`config.mk`:
```
export PLATFORM = sky130hd
export DESIGN_NAME = clk_rate_ctrl
export DESIGN_NICKNAME = d
export VERILOG_FILES = /design/src/rtl/clk_rate_ctrl.sv
export SDC_FILE = /design/constraint.sdc
export NUM_CORES = 1
export LEC_CHECK = 0
export ABC_AREA = 1
export CORE_MARGIN = 3
export CORE_UTILIZATION = 35
export CTS_BUF_LIST = sky130_fd_sc_hd__clkbuf_16
export CTS_CLUSTER_SIZE = 20
export DETAILED_ROUTE_END_ITERATION = 16
export PLACE_DENSITY = 0.55
export SETUP_SLACK_MARGIN = 0.15
export SYNTH_ARGS = -nofsm -noshare
export SYNTH_HDL_FRONTEND = slang
export SYNTH_SLANG_ARGS = --single-unit
```
`constraint.sdc`:
```
create_clock -name i_clk -period 3.95 [get_ports i_clk]
set_clock_uncertainty 0.05 [all_clocks]
set_input_delay 0.79 -clock i_clk [delete_from_list [all_inputs] [get_ports i_clk]]
set_output_delay 0.79 -clock i_clk [all_outputs]
set_load 0.05 [all_outputs]
```
`src/rtl/clk_rate_ctrl.sv`:
```
// clk_rate_ctrl: runtime-selectable power-of-two clock-enable / square-wave divider.
// Divide ratio is N = 2^(sel+1). A new select is taken through a valid/ready
// handshake and only takes effect at a period boundary, so the divided output
// never produces a shortened high or low phase.
module clk_rate_ctrl #(
    parameter int CNT_W       = 7,
    parameter int SEL_W       = 3,
    parameter int DEFAULT_SEL = 0
) (
    input  logic             i_clk,
    input  logic             i_rst,
    input  logic             i_run,
    input  logic             i_cfg_valid,
    input  logic [SEL_W-1:0] i_cfg_sel,
    output logic             o_cfg_ready,
    output logic             o_cfg_ack,
    output logic             o_cfg_err,
    output logic [SEL_W-1:0] o_active_sel,
    output logic             o_clk_div,
    output logic             o_tick
);

    localparam logic [1:0] ST_IDLE    = 2'd0;
    localparam logic [1:0] ST_RUN     = 2'd1;
    localparam logic [1:0] ST_PENDING = 2'd2;

    // Selects at or above this value would index past the counter.
    localparam logic [SEL_W:0] SEL_LIMIT = (SEL_W + 1)'(CNT_W);

    logic [1:0]       state_reg, state_next;
    logic [CNT_W-1:0] cnt_reg, cnt_next;
    logic [SEL_W-1:0] active_sel_reg, active_sel_next;
    logic [SEL_W-1:0] pend_reg, pend_next;
    logic             ack_reg, ack_next;
    logic             err_reg, err_next;

    logic [CNT_W-1:0] last_val;     // N-1 for the active ratio
    logic [CNT_W-1:0] div_hit;      // one-hot pick of cnt[active_sel]
    logic             last_cnt;
    logic             running;
    logic             cfg_take;
    logic             sel_ok;

    // N-1 = (1 << (sel+1)) - 1 is simply the low sel+1 bits set; div_hit picks
    // the counter bit whose period is N, which is the 50% square output.
    for (genvar gi = 0; gi < CNT_W; gi++) begin : g_decode
        assign last_val[gi] = ((SEL_W + 1)'(gi) <= {1'b0, active_sel_reg});
        assign div_hit[gi]  = (active_sel_reg == SEL_W'(gi)) & cnt_reg[gi];
    end

    assign last_cnt     = (cnt_reg == last_val);
    assign running      = (state_reg != ST_IDLE);
    assign o_cfg_ready  = (state_reg != ST_PENDING);
    assign cfg_take     = i_cfg_valid & o_cfg_ready;
    assign sel_ok       = ({1'b0, i_cfg_sel} < SEL_LIMIT);
    assign o_cfg_ack    = ack_reg;
    assign o_cfg_err    = err_reg;
    assign o_active_sel = active_sel_reg;
    assign o_clk_div    = running & (|div_hit);
    assign o_tick       = running & last_cnt;

    // Next-state logic: run/halt control, handshake and boundary-aligned switch.
    always_comb begin
        state_next      = state_reg;
        cnt_next        = cnt_reg;
        active_sel_next = active_sel_reg;
        pend_next       = pend_reg;
        ack_next        = 1'b0;
        err_next        = cfg_take & ~sel_ok;
        case (state_reg)
            ST_IDLE: begin
                cnt_next = '0;
                if (cfg_take && sel_ok) begin
                    active_sel_next = i_cfg_sel;
                    ack_next        = 1'b1;
                end
                if (i_run) begin
                    state_next = ST_RUN;
                end
            end
            ST_RUN: begin
                if (!i_run) begin
                    // Halting: nothing to protect, so a new select applies at once.
                    state_next = ST_IDLE;
                    cnt_next   = '0;
                    if (cfg_take && sel_ok) begin
                        active_sel_next = i_cfg_sel;
                        ack_next        = 1'b1;
                    end
                end else begin
                    // The current period always finishes under the old ratio,
                    // even when the select arrives on its last cycle.
                    cnt_next = last_cnt ? '0 : cnt_reg + 1'b1;
                    if (cfg_take && sel_ok) begin
                        pend_next  = i_cfg_sel;
                        state_next = ST_PENDING;
                    end
                end
            end
            ST_PENDING: begin
                if (!i_run) begin
                    state_next      = ST_IDLE;
                    cnt_next        = '0;
                    active_sel_next = pend_reg;
                    ack_next        = 1'b1;
                end else if (last_cnt) begin
                    state_next      = ST_RUN;
                    cnt_next        = '0;
                    active_sel_next = pend_reg;
                    ack_next        = 1'b1;
                end else begin
                    cnt_next = cnt_reg + 1'b1;
                end
            end
            default: begin
                state_next = ST_IDLE;
                cnt_next   = '0;
            end
        endcase
    end

    // State registers; reset also discards any pending select.
    always_ff @(posedge i_clk or posedge i_rst) begin
        if (i_rst) begin
            state_reg      <= ST_IDLE;
            cnt_reg        <= '0;
            active_sel_reg <= SEL_W'(DEFAULT_SEL);
            pend_reg       <= '0;
            ack_reg        <= 1'b0;
            err_reg        <= 1'b0;
        end else begin
            state_reg      <= state_next;
            cnt_reg        <= cnt_next;
            active_sel_reg <= active_sel_next;
            pend_reg       <= pend_next;
            ack_reg        <= ack_next;
            err_reg        <= err_next;
        end
    end

endmodule

```
# [Yosys cells after proc, flatten, opt, wreduce, memory -nomap -nowiden]
# Cells that the tools add are included.
[totals] word_cells=69 ff_bits=17
[classes] n_addsub=1 n_reduce_logical=10 n_bitwise=12 magnitude_cmp=7 mux=19 n_eq_ne=14
[op_table] operator="$mux 7" n=3
[op_table] operator="$mux 3" n=4
[op_table] operator="$and 1x1->1" n=11
[op_table] operator="$mux 2" n=5
[op_table] operator="$eq 3x3->1 const B" n=3
[op_table] operator="$le 3x3->1 const A" n=3
[op_table] operator="$pmux 3 s3" n=1
[op_table] operator="$reduce_and 3->1" n=3
[op_table] operator="$add 7x1->7 const B" n=1
[op_table] operator="$eq 7x7->1" n=1
[op_table] operator="$reduce_or 7->1" n=1
[op_table] operator="$eq 3x2->1 const B" n=2
[op_table] operator="$le 2x3->1 const A" n=2
[op_table] operator="$ne 2x2->1 const B" n=3
[op_table] operator="$ne 3x3->1 const B" n=2
[op_table] operator="$pmux 2 s3" n=1
[op_table] operator="$mux 1" n=4
[op_table] operator="$eq 3x1->1 const B" n=1
[op_table] operator="$le 1x3->1 const A" n=1
[op_table] operator="$logic_not 3->1" n=1
[op_table] operator="$lt 3x3->1 const B" n=1
[op_table] operator="$pmux 1 s3" n=1
[op_table] operator="$reduce_bool 3->1" n=1
[op_table] operator="$eq 2x1->1 const B" n=1
[op_table] operator="other kinds (6)" n=6

# [Longest topological paths before layout]
# Gate-level depths: netlist of run 1.
[logic_depth] ltp_word=6 depth_mapped=13

# [Worst setup path before layout of run 1]
# No wires, ideal clock.
[synth_timing] kind="register -> output" from="reg active_sel_reg[1], in the netlist o_active_sel[1]" to="out o_clk_div" arrival_time_ns=2.029 path_stages_with_launch=7 path_slack_ns=1.081 path_cell_list="dfrtp_1 inv_1 nor2_1 nand3_1 o31ai_1 nor2_1 a41oi_1"
[synth_between] elab_chain_cells=4 elab_cells_between_ends=16
[synth_rtl] element="start: declaration" line="32" rtl="logic [SEL_W-1:0] active_sel_reg, active_sel_next;"
[synth_rtl] element="start signal: assignment" line="127" rtl="active_sel_reg <= SEL_W'(DEFAULT_SEL);"
[synth_rtl] element="start signal: assignment" line="134" rtl="active_sel_reg <= active_sel_next;"
[synth_rtl] element="$eq 3x1->1, or another cell as far along" line="48" rtl="assign div_hit[gi] = (active_sel_reg == SEL_W'(gi)) & cnt_reg[gi];"
[synth_rtl] element="$and 1x1->1" line="48"
[synth_rtl] element="$reduce_or 7->1 (*)" line="59" rtl="assign o_clk_div = running & (|div_hit);"
[synth_rtl] element="$and 1x1->1 (*)" line="59"
[synth_rtl] element="end: declaration" line="19" rtl="output logic o_clk_div,"
# Mark *: on every way between the ends. The rest lies on a longest branch, timed or not.

# [Final worst setup path of run 1]
[layout_timing] from="reg active_sel_reg[2], in the netlist o_active_sel[2]" to="out o_tick"
[layout_between] elab_chain_cells=3 elab_cells_between_ends=8
[layout_rtl] element="$le 1x3->1, or another cell as far along" line="47" rtl="assign last_val[gi] = ((SEL_W + 1)'(gi) <= {1'b0, active_sel_reg});"
[layout_rtl] element="$eq 7x7->1 (*)" line="51" rtl="assign last_cnt = (cnt_reg == last_val);"
[layout_rtl] element="$and 1x1->1 (*)" line="60" rtl="assign o_tick = running & last_cnt;"
[layout_rtl] element="end: declaration" line="20" rtl="output logic o_tick"
# Marks and branches as above.

==> results.cfg, run 1 <==
[outcome]
outcome = complete, no violations

[synthesis]
area_of_the_mapped_netlist_mm2 = 0.00113
postSynthRegisterBits = 17
synth_warnings = 0
ys_types = 27
syn_inst = 147
avgSynthCellArea_um2 = 7.67
synth-seq-area-share = 0.377
synthesis.nets = 159

[layout]
nets = 176
antenna_cells_inserted = 0
final_layout_size_suffix_gt1_frac = 0.0982
max_reg_flops = 7
postLayoutCoreUtil = 0.477
area_growth_pct = 22.6

[setup_path]
critical_path_class = flip-flop to output pin
worst_path_largest_cell_delay_ps = 810
timing.critical_path.required_ps = 3110
cp_max_fo = 12
timing.critical_path.to_type = output pin
critical_path.cell_chain = nor2_2, nand2_1, nand2_1, nand3_2, nor2_2, nand2_4, nor2_1, clkdlybuf4s50_1
worst_path_max_delay_cell = sky130_fd_sc_hd__clkdlybuf4s50_1
start_kind = flip-flop
cp_data_arrival_time_ps = 2410

[sta]
rsz0062_at_grt = no
worst-slew-pin-transition_ps = 669
setup_viol = 0
fin_ws_ps = 704
finalHoldViolations = 0
maxSlewHeadroom = 0.554
achievable-frequency_mhz = 308
timing.final.max_slew_violations = 0
fin_setup_tns_ps = 0
post-route-period-util = 0.822
layout_min_cycle_time_ps = 3250

[floorplanning]
die_w_um = 62.8
core_area_mm2 = 0.00290
chipHeight_um = 62.8
die_area_mm2 = 0.00394
starting_density = 0.389
number_of_standard_cell_rows_in_the_floorplan = 19
ios = 15

[route]
route.antenna.remaining_nets = 0
wl_per_cell_um = 11.6
drt_wl_total_mm = 2.37
avgViaCountPerCell = 4.63
via_count = 949
drt-initial-drc-count = 50
detail_route.drc_violations = 0
drt_pre_antenna_iters = 4

[cts]
cts_tree = done
clock_insertion_delay_at_the_later_pin_of_the_skew_report_ps = 250
clock_tree.buffer_depth = 2
post_cts.resized_instances = 0
cts.repair_timing.setup_buffer_count = 0
path_clk_slew_ps = 50
cts_root_buf = sky130_fd_sc_hd__clkbuf_16
clock_sinks = 17
cts-htree-levels = 1
cts_hold_repair.buffers = 0
cts_inserted_buffers = 3

[placement]
dpl_worst_slack_ps = 979
port_buffers = 14
place.gp.congestion = 0.874
dp_hpwl_mm = 1.81

[global_route]
grt_first_pass_wirelength_mm = 4.27
antenna_found_initial = 0
grt.overflow.total = 0
grt_max_degree = 18
vias_in_the_first_global_route = 916
grt_usage = 0.138

[power]
power_switching_mw = 0.419
clkPwrFrac = 0.218
switching_share = 0.450
cellPowerDensity_mw_per_mm2 = 675
power.share.combinational = 0.477
p_leak_nw = 0.670
p_seq_frac = 0.305
power_report.internal_total_mw = 0.513
highest_ir_drop_seen_on_vdd_uv = 304

[run]
timing.max_cap.violations = 0

[worst_hold_path]
hold_class = flip-flop to flip-flop
==> area by class of cell <==
class | count | area, um^2
inverter | 22 | 82.6
multi-input combinational | 106 | 603
sequential | 17 | 425
clock inverter | 1 | 3.75
clock buffer | 3 | 75.1
tap | 42 | 52.6
fill | 315 | 1520
timing repair buffer | 14 | 140
==> cell usage after synthesis <==
cell / instances / share of area
sky130_fd_sc_hd__xor2_1: 4 / 0.031
sky130_fd_sc_hd__inv_2: 1 / 0.0033
sky130_fd_sc_hd__inv_1: 21 / 0.070
sky130_fd_sc_hd__dfrtp_1: 17 / 0.38
sky130_fd_sc_hd__nand2_2: 1 / 0.0056
sky130_fd_sc_hd__o21ai_0: 7 / 0.031
sky130_fd_sc_hd__nor2_1: 12 / 0.040
sky130_fd_sc_hd__a21oi_1: 2 / 0.0089
sky130_fd_sc_hd__ha_1: 5 / 0.055
sky130_fd_sc_hd__o22ai_1: 1 / 0.0056
sky130_fd_sc_hd__buf_2: 1 / 0.0044
sky130_fd_sc_hd__nand2_4: 2 / 0.020
sky130_fd_sc_hd__nand3_1: 12 / 0.053
sky130_fd_sc_hd__xnor2_1: 3 / 0.023
sky130_fd_sc_hd__nand4_1: 2 / 0.011
sky130_fd_sc_hd__nand3_2: 3 / 0.027
sky130_fd_sc_hd__o31ai_1: 1 / 0.0067
sky130_fd_sc_hd__nor3_1: 1 / 0.0044
sky130_fd_sc_hd__a21oi_2: 1 / 0.0078
sky130_fd_sc_hd__nor2_2: 3 / 0.017
sky130_fd_sc_hd__buf_6: 1 / 0.010
sky130_fd_sc_hd__nand2_1: 40 / 0.13
sky130_fd_sc_hd__nand2_8: 1 / 0.018
sky130_fd_sc_hd__nand3b_1: 2 / 0.013
sky130_fd_sc_hd__a22oi_1: 1 / 0.0067
sky130_fd_sc_hd__nor3_2: 1 / 0.0089
sky130_fd_sc_hd__a41oi_1: 1 / 0.0078
==> cells by family (layout without fill, tap and decap cells) <==
| group | count (synthesis) | count (layout) | synth area share |
|---|---|---|---|
| adders and majority gates | 5 | 5 | 0.0555 |
| xor gates and xnor gates | 7 | 7 | 0.0544 |
| DFF | 17 | 17 | 0.377 |
| buffers and inverters | 24 | 40 | 0.0877 |
| AOI/OAI and AO/OA | 14 | 14 | 0.0744 |
| and+or+nand+nor | 80 | 80 | 0.351 |
==> worst max-delay path, delay by kind of cell (launching register included) <==
family	cells	cell delay (ps)
buffers and inverters	1	810
DFF	1	530
and+or+nand+nor	7	820
==> through the flow <==
stage | cells | hold slack, ps | power (mW) | area, um^2
5_1_grt | 205 | 464 | 1.01 | 1380
4_1_cts | 205 | 439 | 0.946 | 1380
6_report | 205 | 433 | 0.933 | 1380
2_1_floorplan | 147 | 403 | 0.625 | 1130
3_5_place_dp | 201 | 426 | 0.734 | 1300
3_3_place_gp | 201 | 418 | 0.723 | 1300
==> power groups by stage <==
| stage | Sequential [mW] | Clock, mW | Combinational [mW] |
|---|---|---|---|
| 2_1_floorplan | 0.331 | 0 | 0.294 |
| 3_3_place_gp | 0.284 | 0 | 0.438 |
| 3_5_place_dp | 0.287 | 0 | 0.446 |
| 4_1_cts | 0.285 | 0.210 | 0.451 |
| 5_1_grt | 0.294 | 0.217 | 0.499 |
| 6_report | 0.285 | 0.203 | 0.445 |
==> layer usage <==
layer / track usage / vias up / share of wire
met5: 0 / - / 0
li1: - / 500 / -
met2: 0.237 / 13 / 0.49
met1: 0.168 / 432 / 0.46
met4: 0.0579 / 0 / 0.018
met3: 0.0270 / 4 / 0.029
==> final timing paths <==
| check | slack [ps] | end | cells after the start | start |
|---|---|---|---|---|
| max | 700 | o_tick | 8 | o_active_sel[2] |
| max reg2reg | 2160 | o_active_sel[2] | 8 | state_reg[0] |
| min in group asynchronous | 890 | pend_reg[2] | 2 | i_rst |
| min reg2reg | 430 | pend_reg[1] | 2 | pend_reg[1] |
| min | 430 | pend_reg[1] | 2 | pend_reg[1] |
| max in group asynchronous | 2530 | cnt_reg[0] | 2 | i_rst |
==> cell usage in the layout, fill, tap and decap left out <==
cell type / instances
sky130_fd_sc_hd__nand4_1: 2
sky130_fd_sc_hd__nand2_2: 1
sky130_fd_sc_hd__nor3_1: 1
sky130_fd_sc_hd__nand3_1: 12
sky130_fd_sc_hd__xor2_1: 4
sky130_fd_sc_hd__nand2_8: 1
sky130_fd_sc_hd__xnor2_1: 3
sky130_fd_sc_hd__dfrtp_1: 17
sky130_fd_sc_hd__ha_1: 5
sky130_fd_sc_hd__nor2_2: 3
sky130_fd_sc_hd__nand3b_1: 2
sky130_fd_sc_hd__nand2_1: 40
sky130_fd_sc_hd__nand2_4: 2
sky130_fd_sc_hd__o31ai_1: 1
sky130_fd_sc_hd__o22ai_1: 1
sky130_fd_sc_hd__nand3_2: 3
sky130_fd_sc_hd__nor3_2: 1
sky130_fd_sc_hd__inv_2: 1
sky130_fd_sc_hd__clkbuf_16: 3
sky130_fd_sc_hd__a41oi_1: 1
sky130_fd_sc_hd__o21ai_0: 7
sky130_fd_sc_hd__nor2_1: 12
sky130_fd_sc_hd__a22oi_1: 1
sky130_fd_sc_hd__a21oi_2: 1
sky130_fd_sc_hd__clkdlybuf4s50_1: 14
sky130_fd_sc_hd__inv_1: 22
sky130_fd_sc_hd__a21oi_1: 2
Power figures use the tool's default switching activity.
==> inputs of run 2 (changes only) <==
==> constraint.sdc (replaced) <==
create_clock -name i_clk -period 3.1 [get_ports i_clk]
set_clock_uncertainty 0.05 [all_clocks]
set_input_delay 0.62 -clock i_clk [delete_from_list [all_inputs] [get_ports i_clk]]
set_output_delay 0.62 -clock i_clk [all_outputs]
set_load 0.05 [all_outputs]
==> results.cfg, run 2 (synthesis gave the netlist of run 1 again) <==
[setup_path]
worst_path_max_delay_cell = sky130_fd_sc_hd__dlygate4sd2_1
timing.rr.start = state_reg[0]
critical_path_class = flip-flop to output pin
timing.critical_path.required_ps = 2430
worst_path_largest_cell_delay_ps = 550
reg2regPathDepth = 8
critPathLaunch = o_active_sel[2]
cp_data_arrival_time_ps = 2020
timing.critical_path.to_type = output pin
start_kind = flip-flop
critical_path.cell_chain = nor2_2, nand2_1, o22ai_1, nor2_1, a41oi_1, dlygate4sd2_1
cp_max_fo = 12

[floorplanning]
starting_density = 0.389
ios = 15
die_w_um = 62.8
die_area_mm2 = 0.00394
number_of_standard_cell_rows_in_the_floorplan = 19
core_area_mm2 = 0.00290
chipHeight_um = 62.8

[layout]
area_growth_pct = 22.1
antenna_cells_inserted = 0
seq_area_um2 = 425
nets = 176
mostFrequentLayoutCell = sky130_fd_sc_hd__nand2_1
final_layout_size_suffix_gt1_frac = 0.104
multi_input_comb_area_um2 = 603
most-common-layout-cells = sky130_fd_sc_hd__nand2_1, sky130_fd_sc_hd__inv_1, sky130_fd_sc_hd__dfrtp_1
fin_area_mm2 = 0.00138
max_reg_flops = 7
nFillCells = 316

[sta]
finalHoldViolations = 0
maxSlewHeadroom = 0.553
setup_viol = 0
holdWs_ps = 433
achievable-frequency_mhz = 372
timing.final.max_slew_violations = 0
worst-slew-pin-transition_ps = 669
post-route-period-util = 0.868
layout_min_cycle_time_ps = 2690
fin_setup_tns_ps = 0
rsz0062_at_grt = no

[route]
route.antenna.remaining_nets = 0
drt-initial-drc-count = 50
drt_wl_total_mm = 2.37
wl_per_cell_um = 11.6
via_count = 948
drt_pre_antenna_iters = 4
avgViaCountPerCell = 4.62
detail_route.drc_violations = 0

[cts]
cts_inserted_buffers = 3
cts_tree = done
cts_root_buf = sky130_fd_sc_hd__clkbuf_16
clock_tree.buffer_depth = 2
clock_insertion_delay_at_the_later_pin_of_the_skew_report_ps = 250
clock_sinks = 17
path_clk_slew_ps = 50
cts.repair_timing.setup_buffer_count = 0
cts-htree-levels = 1

[placement]
place.gp.congestion = 0.874
dp_hpwl_mm = 1.81
placedInstanceArea_mm2 = 0.00130
port_buffers = 14

[global_route]
grt_usage = 0.138
grt.overflow.total = 0
grt_max_degree = 18
grt_first_pass_wirelength_mm = 4.27
antenna_found_initial = 0
vias_in_the_first_global_route = 916

[worst_hold_path]
whs_path_depth = 2
hold_class = flip-flop to flip-flop
min-delay-start = pend_reg[1]

[power]
cellPowerDensity_mw_per_mm2 = 862
p_leak_nw = 0.676
highest_ir_drop_seen_on_vdd_uv = 386

[outcome]
outcome = complete, no violations

[run]
timing.max_cap.violations = 0
[run 2: cell types whose count changed in the layout (fill, tap and decap cells not counted)]
cell                              before  now
sky130_fd_sc_hd__dlygate4sd2_1         0    1
sky130_fd_sc_hd__clkdlybuf4s50_1      14   12
sky130_fd_sc_hd__clkbuf_2              0    1
[run 2: where the power goes]
part | internal, mW | switching, mW | total, mW | leakage (nW)
sequential | 0.283 | 0.0799 | 0.363 | 0.223
combinational | 0.197 | 0.367 | 0.564 | 0.410
clock | 0.171 | 0.0876 | 0.259 | 0.0423
[run 2: stage by stage]
step / utilization / total power, mW / setup slack, ps / cells
2_1_floorplan: - / 0.797 / 401 / 147
3_3_place_gp: 0.450 / 0.921 / 366 / 201
3_5_place_dp: 0.450 / 0.935 / 299 / 201
4_1_cts: 0.476 / 1.20 / 301 / 205
5_1_grt: 0.475 / 1.29 / 257 / 205
6_report: 0.475 / 1.19 / 409 / 205
[run 2: timing repair]
action / CTS / global route
hold buffers: 0 / 0
gates resized for setup: 2 / 2
setup endpoints to repair: 2 / 1
[run 2: final timing paths]
check | to | slack (ps)
min in group asynchronous | pend_reg[2] | 720
hold / removal | pend_reg[1] | 430
max in group asynchronous | cnt_reg[0] | 1850
hold reg to reg | pend_reg[1] | 430
setup / recovery | o_clk_div | 410
setup reg to reg | o_active_sel[2] | 1310
[run 2: critical path: cells and delay by family, from the launching register on]
| family | cells | cell delay (ps) |
|---|---|---|
| flip-flops | 1 | 530 |
| AND/OR/NAND/NOR | 3 | 370 |
| AO/OA/AOI/OAI | 2 | 330 |
| buffers and inverters | 1 | 550 |
[run 2: metal layers]
| layer | share of wire | global-route usage | vias to the layer above | wire, um |
|---|---|---|---|---|
| li1 | - | - | 500 | - |
| met1 | 0.46 | 0.168 | 431 | 1090 |
| met2 | 0.49 | 0.237 | 13 | 1170 |
| met3 | 0.029 | 0.0270 | 4 | 68 |
| met4 | 0.018 | 0.0579 | 0 | 42 |
| met5 | 0 | 0 | - | 0 |
[run 2: cell type report]
cell class                      count  share of cell area
Tap cell                           42              0.0382
Clock inverter                      1             0.00273
Multi-Input combinational cell    106               0.438
Sequential cell                    17               0.309
Inverter                           22              0.0600
Timing Repair Buffer               14              0.0973
Clock buffer                        3              0.0545
